<file path="config.mk">
export PLATFORM = sky130hd
export DESIGN_NAME = manchester_dec
export DESIGN_NICKNAME = d
export VERILOG_FILES = /design/src/rtl/manchester_pkg.sv /design/src/rtl/manchester_sync2.sv /design/src/rtl/manchester_dec.sv
export SDC_FILE = /design/constraint.sdc
export NUM_CORES = 1
export LEC_CHECK = 0
export CORE_UTILIZATION = 45
export CTS_CLUSTER_SIZE = 10
export DETAILED_ROUTE_END_ITERATION = 8
export PLACE_DENSITY = 0.71
export SYNTH_ARGS = -nofsm -noshare
export SYNTH_HDL_FRONTEND = slang
export SYNTH_HIERARCHICAL = 1
export SYNTH_SLANG_ARGS = --single-unit
</file>
<file path="constraint.sdc">
create_clock -name clk -period 1.5 [get_ports clk]
set_input_delay 0.3 -clock clk [delete_from_list [all_inputs] [get_ports clk]]
set_output_delay 0.3 -clock clk [all_outputs]
set_load 0.01 [all_outputs]
</file>
<file path="src/rtl/manchester_pkg.sv">
// Shared Manchester definitions: decoder FSM states and half-bit symbol encodings
// (the symbol encodings are shared with the NRZ-to-Manchester encoder).
package manchester_pkg;

    typedef enum logic [1:0] {
        HUNT = 2'd0,
        H1   = 2'd1,
        H2   = 2'd2
    } state_t;

    // {first half-bit, second half-bit}
    localparam logic [1:0] MAN_ONE  = 2'b10;
    localparam logic [1:0] MAN_ZERO = 2'b01;

    function automatic logic sym_ok(input logic first_half, input logic second_half);
        return ({first_half, second_half} == MAN_ONE) || ({first_half, second_half} == MAN_ZERO);
    endfunction

endpackage

</file>
<file path="src/rtl/manchester_sync2.sv">
// Two-flop synchronizer for a Manchester line arriving from another clock domain.
module manchester_sync2 (
    input  logic clk,
    input  logic rst,
    input  logic d,
    output logic q
);

    logic meta;

    always_ff @(posedge clk or posedge rst) begin
        if (rst) begin
            meta <= '0;
            q    <= '0;
        end else begin
            meta <= d;
            q    <= meta;
        end
    end

endmodule

</file>
<file path="src/rtl/manchester_dec.sv">
// Manchester-to-NRZ decoder with half-bit alignment hunt and loss-of-lock on repeated violations.
// Define MANCHESTER_DEC_SYNC_EN to insert a 2-flop synchronizer on man (adds 2 cycles of latency).
module manchester_dec
    import manchester_pkg::*;
#(
    parameter int unsigned ERR_LIMIT = 2,
    parameter int unsigned CNT_W     = 8
) (
    input  logic             clk,
    input  logic             rst,
    input  logic             man,
    output logic             nrz,
    output logic             valid,
    output logic             err,
    output logic             locked,
    output logic [CNT_W-1:0] err_cnt
);

    localparam logic [3:0] LIMIT = 4'(ERR_LIMIT);

    logic       man_s;
    logic       man_q;
    logic       prev;
    logic       first;
    logic       seen_tr;
    logic [3:0] viol;
    state_t     state;

`ifdef MANCHESTER_DEC_SYNC_EN
    manchester_sync2 u_sync (
        .clk (clk),
        .rst (rst),
        .d   (man),
        .q   (man_s)
    );
`else
    assign man_s = man;
`endif

    // locked is written in every branch with the value matching the next state.
    always_ff @(posedge clk or posedge rst) begin
        if (rst) begin
            man_q   <= '0;
            prev    <= '0;
            first   <= '0;
            seen_tr <= '0;
            viol    <= '0;
            state   <= HUNT;
            nrz     <= '0;
            valid   <= '0;
            err     <= '0;
            locked  <= '0;
            err_cnt <= '0;
        end else begin
            man_q <= man_s;
            prev  <= man_q;
            valid <= '0;
            err   <= '0;
            case (state)
                HUNT: begin
                    if (man_q != prev)
                        seen_tr <= '1;
                    // Equal adjacent half-bits after a transition can only straddle a bit boundary.
                    if (seen_tr && (man_q == prev)) begin
                        first  <= man_q;
                        viol   <= '0;
                        state  <= H2;
                        locked <= '1;
                    end else begin
                        locked <= '0;
                    end
                end
                H1: begin
                    first  <= man_q;
                    state  <= H2;
                    locked <= '1;
                end
                H2: begin
                    if (sym_ok(first, man_q)) begin
                        nrz    <= first;
                        valid  <= '1;
                        viol   <= '0;
                        state  <= H1;
                        locked <= '1;
                    end else begin
                        err <= '1;
                        if (err_cnt != '1)
                            err_cnt <= err_cnt + CNT_W'(1);
                        if ((viol + 4'd1) == LIMIT) begin
                            state   <= HUNT;
                            seen_tr <= '0;
                            viol    <= '0;
                            locked  <= '0;
                        end else begin
                            viol   <= viol + 4'd1;
                            state  <= H1;
                            locked <= '1;
                        end
                    end
                end
                default: begin
                    state   <= HUNT;
                    seen_tr <= '0;
                    viol    <= '0;
                    locked  <= '0;
                end
            endcase
        end
    end

endmodule

</file>
==> flow_metrics.env <==
export IMPL_cp_required_ns=1.76
export IMPL_cp_data_arrival_time_ns=1.81
export IMPL_dp_cells=161
export IMPL_timing_fmax_mhz=647
export IMPL_synthTopCellsByArea="dfrtp_1, xnor2_1, o21ai_0"
export IMPL_finalCritPeriodShare=1.03
export IMPL_cp_startpoint="man_q$_DFF_PP0_"
export IMPL_min_period_ns=1.55
export IMPL_n_antenna_cell=0
export IMPL_die_area_um2=2520
export IMPL_hpwl_um=1530
export IMPL_yosys_warnings=6
export IMPL_drive_above_1_share=0.399
export IMPL_clockRootBuffer="clkbuf_4"
export IMPL_grt_max_degree=23
export IMPL_vias_per_cell=5.30
export IMPL_slew_headroom=0.810
export IMPL_overflow=0
export IMPL_grt_pass1_wl_um=3730
export IMPL_ir_drop_mv=1.04
export IMPL_port_buffers=14
export IMPL_die_w_um=50.2
export IMPL_cap_violations=0
export IMPL_placed_area_um2=1380
export IMPL_rsz0062_at_grt="yes"
export IMPL_rows=17
export IMPL_syn_avg_cell_area_um2=10.6
export IMPL_syn_inst=99
export IMPL_fin_ws_ns=-0.0454
export IMPL_wl_um=2360
export IMPL_startpoint_type="flip-flop"
export IMPL_final_hold_violation_count=0
export IMPL_cts_made_buffers=3
export IMPL_final_area_um2=1550
export IMPL_post_layout_total_power_mw=2.52
export IMPL_end_kind="flip-flop"
export IMPL_reg2reg_slack_ns=-0.05
export IMPL_synth_edf_count=0
export IMPL_wl_per_cell_um=13.8
export IMPL_synth_fp_nets=105
export IMPL_dr_first_iter_drc_count=15
export IMPL_area_delta_synth_final_pct=47.7
export IMPL_yosysSeqAreaShare=0.526
export IMPL_synth_area_leader_cell="dfrtp_1"
export IMPL_core_um2=2190
export IMPL_htreeDepth=1
export IMPL_timing_worst_setup_path_type="flip-flop to flip-flop"
export IMPL_vias=907
export IMPL_fin_util=0.705
export IMPL_synth_seq_cells=22
export IMPL_ant_nets=0
export IMPL_gp_congestion=0.855
export IMPL_grt_pass1_vias=846
export IMPL_r2r_cells=4
export IMPL_fin_cells=171
export IMPL_synth_main_ff_cell="dfrtp_1"
export IMPL_p_leak_nw=0.749
export IMPL_tritoncts="yes"
export IMPL_dr_pass1_iters=4
export IMPL_antenna_found_initial=0
export IMPL_ctsHoldBuffers=0
export IMPL_cp_max_fo=4
export IMPL_tightest_slew_ns=0.283
export IMPL_slew_viol_final=0
export IMPL_synth_cell_type_count=32
export IMPL_crit_end="err_cnt[6]$_DFFE_PP0P_"
export IMPL_synthArstFlopShare=1.00
export IMPL_synth_top_area_share=0.526
export IMPL_worstSkewPairLatency_ns=0.32
export IMPL_violations="setup timing"
export IMPL_ios=15
export IMPL_status="finished with violations"
export IMPL_clock_sinks=22
export IMPL_gr_usage_all_layers=0.201
export IMPL_post_place_ws_ns=-0.0535
export IMPL_finalSetupViolCount=1
export IMPL_initial_core_util=0.477
export IMPL_power_density_nw_per_um2=1630
export IMPL_synth_area_um2=1050
export IMPL_timing_rr_end="err_cnt[6]$_DFFE_PP0P_"
export IMPL_cts_buffer_depth=2
export IMPL_min_path_type="input port to asynchronous set/reset pin"
export IMPL_r2r_start="man_q$_DFF_PP0_"
export IMPL_drc_errors=0
export IMPL_clk_pin_slew_ns=0.13
export IMPL_nNetsFinal=150
export IMPL_dieHeight_um=50.2
export IMPL_skew_ns=0.00284
## worst max-delay path, stage by stage (launching register included)
cell,delay [ns]
dfrtp_2,0.49
xor2_4,0.18
or4b_4,0.58
nor2_4,0.10
xor2_1,0.14
## flip-flops by register name, summed over array words and instances (netlist names)
signal / flops
err_cnt: 8
viol: 4
state: 2
err: 1
first: 1
locked: 1
man_q: 1
nrz: 1
prev: 1
seen_tr: 1
valid: 1
## power by group
| group | switching, mW | total, mW | internal, mW |
|---|---|---|---|
| clock | 0.198 | 0.347 | 0.149 |
| combinational | 0.586 | 1.27 | 0.686 |
| sequential | 0.128 | 0.896 | 0.768 |
## layer usage
metal  part of all wire  wire length, µm  track usage
met5                  0                0            0
met1               0.44             1030        0.266
met4              0.021               49        0.100
met3              0.036               85       0.0364
met2               0.51             1190        0.313
## synth_stat cells (2+ instances only)
| cell | n |
|---|---|
| nand2_1 | 9 |
| a21oi_1 | 5 |
| a31oi_1 | 2 |
| nor2_1 | 6 |
| nand2b_1 | 2 |
| xnor2_1 | 5 |
| nor3_1 | 3 |
| nand4_1 | 2 |
| a211oi_1 | 2 |
| inv_1 | 5 |
| o21ai_0 | 8 |
| nand3_1 | 2 |
| dfrtp_1 | 22 |
| ha_1 | 3 |
| mux2_2 | 2 |
| nor2_2 | 2 |
| and3_1 | 4 |
## repair_timing
action | CTS | global route
gates resized for setup | 16 | 20
buffers inserted | 5 | 2
endpoints found under the setup margin | 13 | 14
pin swaps | 4 | 7
## per-stage QoR
step | TNS, ns | hold WS, ns
2_1_floorplan | -0.109 | 0.289
3_3_place_gp | -0.0523 | 0.481
3_5_place_dp | -0.0881 | 0.511
4_1_cts | -0.0466 | 0.311
5_1_grt | -0.182 | 0.346
6_report | -0.0454 | 0.300
## final cells by class
type	count	area, µm²
sequential	22	553
fill	156	646
timing repair buffer	42	348
inverter	5	18.8
multi-input combinational	70	554
tap	28	35.0
clock buffer	4	36.3
## worst min path at each step
stage / endpoint / cells past startpoint / startpoint / slack (ns)
global route: valid$_DFF_PP0_ / 3 / rst / 0.35
floorplan: err$_DFF_PP0_ / 1 / rst / 0.29
CTS: err_cnt[1]$_DFFE_PP0P_ / 3 / rst / 0.31
global placement: viol[3]$_DFFE_PP0P_ / 1 / viol[3]$_DFFE_PP0P_ / 0.48
finish: valid$_DFF_PP0_ / 3 / rst / 0.30
detailed placement: viol[3]$_DFFE_PP0P_ / 1 / viol[3]$_DFFE_PP0P_ / 0.51
## cells in the final DEF (no fill, tap or decap), drive strengths merged, types with 3 or more instances in the layout
cell,n
inv,5
xnor2,5
nand2,9
clkbuf,4
dlymetal6s2s,3
a21oi,5
o21ai,8
and3,4
dfrtp,22
dlygate4sd2,8
nor3,3
buf,28
nor2,8
ha,3
## cells by family (layout without fill, tap and decap cells)
| logic type | count (synthesis) | count (layout) | share of synthesized area |
|---|---|---|---|
| buffers and inverters | 7 | 51 | 0.0287 |
| adders and majority gates | 3 | 3 | 0.0359 |
| AOI/OAI and AO/OA | 23 | 23 | 0.134 |
| xor gates and xnor gates | 7 | 7 | 0.0766 |
| and+or+nand+nor | 35 | 35 | 0.177 |
| DFF | 22 | 22 | 0.526 |
| muxes | 2 | 2 | 0.0215 |
(Power assumes the default switching activity.)
